$ cat src/rtl/nibble_serial_subtractor.sv
`default_nettype none
// ============================================================================
// Module   : nibble_serial_subtractor
// Brief    : Multi-cycle A - B - borrow_in, one 4-bit slice per clock, with a
//            start/done handshake. Optional signed overflow: SUB_OVERFLOW_EN.
// Revision : 1.0 - initial release
// ============================================================================
module nibble_serial_subtractor #(
    parameter int WIDTH = 16
) (
    input  logic             clk,
    input  logic             rst_n,
    input  logic             start,
    input  logic [WIDTH-1:0] a,
    input  logic [WIDTH-1:0] b,
    input  logic             borrow_in,
    output logic             busy,
    output logic             done,
    output logic [WIDTH-1:0] diff,
    output logic             borrow_out,
    output logic             zero,
    output logic             overflow
);

    localparam int NIB = WIDTH / 4;
    localparam int KW  = (NIB > 1) ? $clog2(NIB) : 1;
    localparam logic [KW-1:0] LAST_K = KW'(NIB - 1);

    typedef enum logic [1:0] {
        S_IDLE = 2'd0,
        S_RUN  = 2'd1,
        S_DONE = 2'd2
    } state_t;

    state_t           r_state;
    logic [WIDTH-1:0] r_a;
    logic [WIDTH-1:0] r_b;
    logic [KW-1:0]    r_k;
    logic             r_borrow;

    logic [3:0]       w_a_nib;
    logic [3:0]       w_b_nib;
    logic [4:0]       w_sum;
    logic             w_borrow_next;
    logic [WIDTH-1:0] w_diff_next;

    // Subtraction as a + ~b + ~borrow: the carry out is the inverted borrow.
    always_comb begin
        w_a_nib       = r_a[4*r_k +: 4];
        w_b_nib       = r_b[4*r_k +: 4];
        w_sum         = {1'b0, w_a_nib} + {1'b0, ~w_b_nib} + {4'b0000, ~r_borrow};
        w_borrow_next = ~w_sum[4];
        w_diff_next   = diff;
        w_diff_next[4*r_k +: 4] = w_sum[3:0];
    end

    always_ff @(posedge clk) begin
        if (!rst_n) begin
            r_state    <= S_IDLE;
            r_a        <= '0;
            r_b        <= '0;
            r_k        <= '0;
            r_borrow   <= 1'b0;
            busy       <= 1'b0;
            done       <= 1'b0;
            diff       <= '0;
            borrow_out <= 1'b0;
            zero       <= 1'b0;
`ifdef SUB_OVERFLOW_EN
            overflow   <= 1'b0;
`endif
        end else begin
            case (r_state)
                S_IDLE: begin
                    done <= 1'b0;
                    if (start) begin
                        r_a      <= a;
                        r_b      <= b;
                        r_k      <= '0;
                        r_borrow <= borrow_in;
                        busy     <= 1'b1;
                        r_state  <= S_RUN;
                    end
                end
                S_RUN: begin
                    diff     <= w_diff_next;
                    r_borrow <= w_borrow_next;
                    r_k      <= r_k + 1'b1;
                    if (r_k == LAST_K) begin
                        busy       <= 1'b0;
                        done       <= 1'b1;
                        borrow_out <= w_borrow_next;
                        zero       <= (w_diff_next == '0);
`ifdef SUB_OVERFLOW_EN
                        // Top slice sum bit 3 is the result sign bit.
                        overflow   <= (r_a[WIDTH-1] != r_b[WIDTH-1]) &&
                                      (w_sum[3] != r_a[WIDTH-1]);
`endif
                        r_state    <= S_DONE;
                    end
                end
                S_DONE: begin
                    done    <= 1'b0;
                    r_state <= S_IDLE;
                end
                default: begin
                    busy    <= 1'b0;
                    done    <= 1'b0;
                    r_state <= S_IDLE;
                end
            endcase
        end
    end

`ifndef SUB_OVERFLOW_EN
    assign overflow = 1'b0;
`endif

endmodule
`default_nettype wire

$ cat config.mk
export PLATFORM = sky130hd
export DESIGN_NAME = nibble_serial_subtractor
export DESIGN_NICKNAME = d
export VERILOG_FILES = /design/src/rtl/nibble_serial_subtractor.sv
export SDC_FILE = /design/constraint.sdc
export NUM_CORES = 1
export LEC_CHECK = 0
export ABC_CLOCK_PERIOD_IN_PS = 9000
export CAP_MARGIN = 40
export CORE_ASPECT_RATIO = 0.9
export CORE_MARGIN = 2
export CORE_UTILIZATION = 40
export CTS_BUF_LIST = sky130_fd_sc_hd__clkbuf_8
export DETAILED_ROUTE_END_ITERATION = 6
export PLACE_DENSITY_LB_ADDON = 0.05
export SETUP_SLACK_MARGIN = 0.05
export SKIP_LAST_GASP = 1
export SYNTH_ARGS = -nofsm -noshare
export SYNTH_HDL_FRONTEND = slang
export SYNTH_SLANG_ARGS = --single-unit
$ cat constraint.sdc
create_clock -name clk -period 9 [get_ports clk]
set_input_delay 0.9 -clock clk [delete_from_list [all_inputs] [get_ports clk]]
set_output_delay 0.9 -clock clk [all_outputs]
set_load 0.05 [all_outputs]
Word level (Yosys, flattened, before mapping)
Cells that the tools add are included.
{"block": "classes", "shift": 4, "bitwise_logic": 4, "n_eq_ne": 5, "reduce_logical": 9, "n_mux": 11, "add_sub_neg": 4}
{"operator": "$neg A4 Y34", "count": 1}
{"operator": "$shift A4 B34 Y16 const A", "count": 1}
{"operator": "$shiftx A4 B34 Y16", "count": 1}
{"operator": "$shiftx A16 B5 Y4", "count": 2}
{"operator": "$bwmux W16", "count": 1}
{"operator": "$logic_not A16 Y1", "count": 1}
{"operator": "$reduce_and A2 Y1", "count": 5}
{"operator": "$pmux W2 S2", "count": 2}
{"operator": "$mux W2", "count": 3}
{"operator": "$add A4 B4 Y5", "count": 1}
{"operator": "$add A5 B1 Y5", "count": 1}
{"operator": "$eq A2 B2 Y1 const B", "count": 2}
{"operator": "$ne A2 B2 Y1 const B", "count": 2}
{"operator": "$not A4 Y4", "count": 1}
{"operator": "$mux W1", "count": 3}
{"operator": "$not A1 Y1", "count": 3}
{"operator": "$pmux W1 S3", "count": 1}
{"operator": "$reduce_and A3 Y1", "count": 1}
{"operator": "$add A2 B1 Y2 const B", "count": 1}
{"operator": "$eq A2 B1 Y1 const B", "count": 1}
{"operator": "$logic_not A2 Y1", "count": 1}
{"operator": "$pmux W1 S2", "count": 1}
{"operator": "$reduce_bool A2 Y1", "count": 1}
{"block": "word_totals", "word_cells": 47, "input_bits": 36, "output_inout_bits": 21, "reg_bits": 57}

Depth between registers and ports, before layout
{"block": "depth", "depth_word": 7, "mapped_depth": 12, "ltp_nobuf": 10}

Least setup slack after synthesis
OpenSTA, ideal clock, no wires.
{"block": "synth_timing", "path_type": "register to register", "start": "reg r_k[0]", "end": "reg zero", "n_path_buf": 2, "period_less_slack_ns": 3.052, "setup_slack_ns": 5.948, "setup_ns": 0.084, "path_stages_with_launch": 11, "t_arrival_ns": 2.968, "path_cell_list": "dfxtp_1 -> buf_2 -> buf_2 -> mux4_2 -> fa_1 -> inv_1 -> fa_1 -> a22o_1 -> nor4_1 -> o21ai_1 -> o31ai_2"}
{"block": "synth_between", "elab_chain_len": 7, "elab_cells_between_ends": 12, "cone_classes": "3 x add/sub; 1 x eq/ne; 4 x shift; 1 x mux; 1 x bitwise; 2 x reduce/logical"}
{"element": "start: declaration", "line": "38", "rtl": "logic [KW-1:0] r_k;"}
{"element": "start signal: assignment", "line": "88", "rtl": "r_k <= r_k + 1'b1;"}
{"element": "$shiftx A16 B5 Y4", "line": "50", "rtl": "w_b_nib = r_b[4*r_k +: 4];"}
{"element": "$not A4 Y4", "line": "51", "rtl": "w_sum = {1'b0, w_a_nib} + {1'b0, ~w_b_nib} + {4'b0000, ~r_borrow};"}
{"element": "$add A4 B4 Y5", "line": "51"}
{"element": "$add A5 B1 Y5", "line": "51"}
{"element": "$shiftx A4 B34 Y16", "line": "54", "rtl": "w_diff_next[4*r_k +: 4] = w_sum[3:0];"}
{"element": "$bwmux W16", "line": "54"}
{"element": "$logic_not A16 Y1", "line": "93", "rtl": "zero <= (w_diff_next == '0);"}
{"element": "end signal: assignment", "line": "93"}
{"element": "end: declaration", "line": "21", "rtl": "output logic zero,"}
Parallel ways exist; a longest one is shown, timed or not.
A chain may end at the register's enable or synchronous reset.

Worst setup path after layout
Same ends and word-level chain as after synthesis.

==> run metrics <==
status=finished, final reports clean; Layout Area Growth over Synthesis=31.7%; Layout fillers=between 600 and 700; CP startpoint kind=register; Worst setup EP type=register; peak supply drop=between 100 and 150 uV; sequential fraction of the synthesis area=between 40% and 50%; Leakage=1.29 nW; Layout Cells excl Fill=around 450; Clock transition at path regs=approximately 0.060 ns; Core Util, Final=between 50% and 60%; Synthesis Warnings=0; Tot Pwr=0.655 mW; ys async rst share=0%; most used flip-flop cell after synthesis=dfxtp_1; Worst path slowest cell=mux4_2; leading cell type in the layout, fill and taps excluded=nand2_1; Antenna Cells=0; CTS Buffer Depth=2; H-Tree Depth=3; multi-input logic area=1370 um2; die width=89.6 um; RSZ-0062 raised after global routing=no; register area=approximately 1100 um2; Crit Path Max Fanout=16; CP most frequent cell=fa_1; pwr/cell area=about 190 nW/um2; CTS root buffer=clkbuf_8; clk_lat worst skew=approximately 0.33 ns; DRC viols=0; clock skew=0.00573 ns; Die Span Y=around 81 um; setup TNS=0 ns; Post-CTS Hold Buffers=0; worst-margin pin slew=around 0.7 ns; fin crit share=between 30% and 40%; Worst Path Required=a little over 9 ns; crit-path max cell delay=0.53 ns; total CTS buffers=9; Sink Count=57; # resized after CTS=0; Max Slew Vio Count=0; initial antenna violation count=0; hold crit path type=reg -> reg; most frequent cells in the layout=75 x nand2_1, 57 x dfxtp_1, 55 x clkdlybuf4s50_1, 37 x a21oi_1, 30 x nor2_1; Fmax achieved=around 320 MHz; pin count of the biggest net entering global routing=34; final net count=roughly 400; max_cap viols=0; DP HPWL=4.50 mm; core box area=approximately 6500 um2; Setup Viol. Count Final=0; number of flops mapped to enable cells by yosys=0; final hold viol count=0; share of layout cells above drive strength 1=under 10%; Syn Nets=between 300 and 400; average wire per standard cell=between 10 and 15 um; I/O pin cnt=between 50 and 60; I/O Buffers=55; Row Count=28; Initial Util=40.7%; Overall Global Routing Usage=a little under a fifth; CTS tree=yes; CP cell instances=buf_8, mux4_2, fa_1, inv_1, fa_1, a22o_1, nor4_1, o21ai_1, o31ai_2; placed cell count=between 400 and 500; DP Worst Slack=slightly below 6 ns; total grt overflow=0; Syn Std Cell Area=2640 um2; Antenna Nets Post-Route=0; CP Class=reg -> reg; Seq cells post-synth=57; synth unique cells=44; post-DR vias/cell=between 5 and 6; Initial DRC Count=about 120; Final GP Congestion=0.881; first-pass detailed-route iteration total=4; final period demand of the worst path=a little over 3 ns; Via Count=between 2000 and 2500; Routed WL=about 6.3 mm; first-pass GRT wire length=between 10 and 15 mm; crit path DAT=roughly 3.4 ns; mean area per synthesized cell=approximately 8.6 um2; Rel. slew slack=52.6%; vias in the first global route=between 2000 and 2500; Cells after Synth=308; postcts setup bufs=0; post-route setup slack=between 5 and 6 ns; DIE AREA=slightly above 7000 um2
sequential cells by signal, indices dropped and copies added, names as in the netlist:
signal      cells
done            1
r_state         2
r_k             2
busy            1
diff           16
borrow_out      1
r_a            16
zero            1
r_b            16
r_borrow        1
stage by stage:
stage	hold slack [ns]	area, um2
finish	0.455	3470
detailed placement	0.447	3260
global route	0.473	3470
floorplan	0.433	2640
global placement	0.444	3220
CTS	0.455	3470
critical path, delay by kind of cell (launching register included):
kind                       cells  cell delay [ns]
DFF                            1             0.47
muxes                          1             0.53
adders and majority gates      2             0.92
and+or+nand+nor                1             0.26
AOI/OAI and AO/OA              3             0.54
buffers and inverters          2             0.29
synth_stat cells (3+ instances only):
cell type	instances	area share (%)
a211oi_1	3	0.85
a21oi_1	37	7.0
a22oi_1	8	2.3
a32oi_1	6	2.0
buf_2	5	0.95
clkbuf_1	12	1.7
dfxtp_1	57	43
ha_1	9	4.3
inv_1	9	1.3
mux2i_1	4	1.5
mux4_2	8	6.8
nand2_1	75	11
nor2_1	31	4.4
nor3_1	4	0.76
o21ai_0	5	0.95
power breakdown:
part | internal, mW | switching, mW
registers | 0.265 | 0.00924
clock network | 0.156 | 0.0993
logic | 0.0545 | 0.0702
logic make-up after synthesis:
logic type	after synthesis	synth area share, %
fa+ha+maj	11	5.79
buf+inv	29	4.79
flops	57	43.3
xor+xnor	3	0.996
simple gates	127	20.7
other cells	1	0.142
compound gates	68	15.9
mux	12	8.35
metal layers:
layer	vias up	global-route usage [%]	routed length [um]
met5	-	0	0
met4	0	6.72	68
met1	1056	25.5	3300
met2	48	28.0	2690
li1	1162	-	-
met3	6	5.79	257
cell type report:
| type | instances | share of cell area [%] |
|---|---|---|
| clock inverters | 2 | 1.01 |
| clock buffers | 13 | 5.15 |
| repair buffers | 59 | 17.1 |
| multi-input cells | 222 | 39.5 |
| well taps | 90 | 3.24 |
| inverters | 10 | 1.08 |
| flip-flops and latches | 57 | 32.9 |
final timing paths:
kind | from | endpoint | cells after the start | slack (ns)
max reg2reg | r_k[0] | zero | 9 | 5.89
max | r_k[0] | zero | 9 | 5.89
min reg2reg | r_b[15] | r_b[15] | 2 | 0.45
min | r_b[15] | r_b[15] | 2 | 0.45
Note: power is estimated with default switching activity, not from simulation.
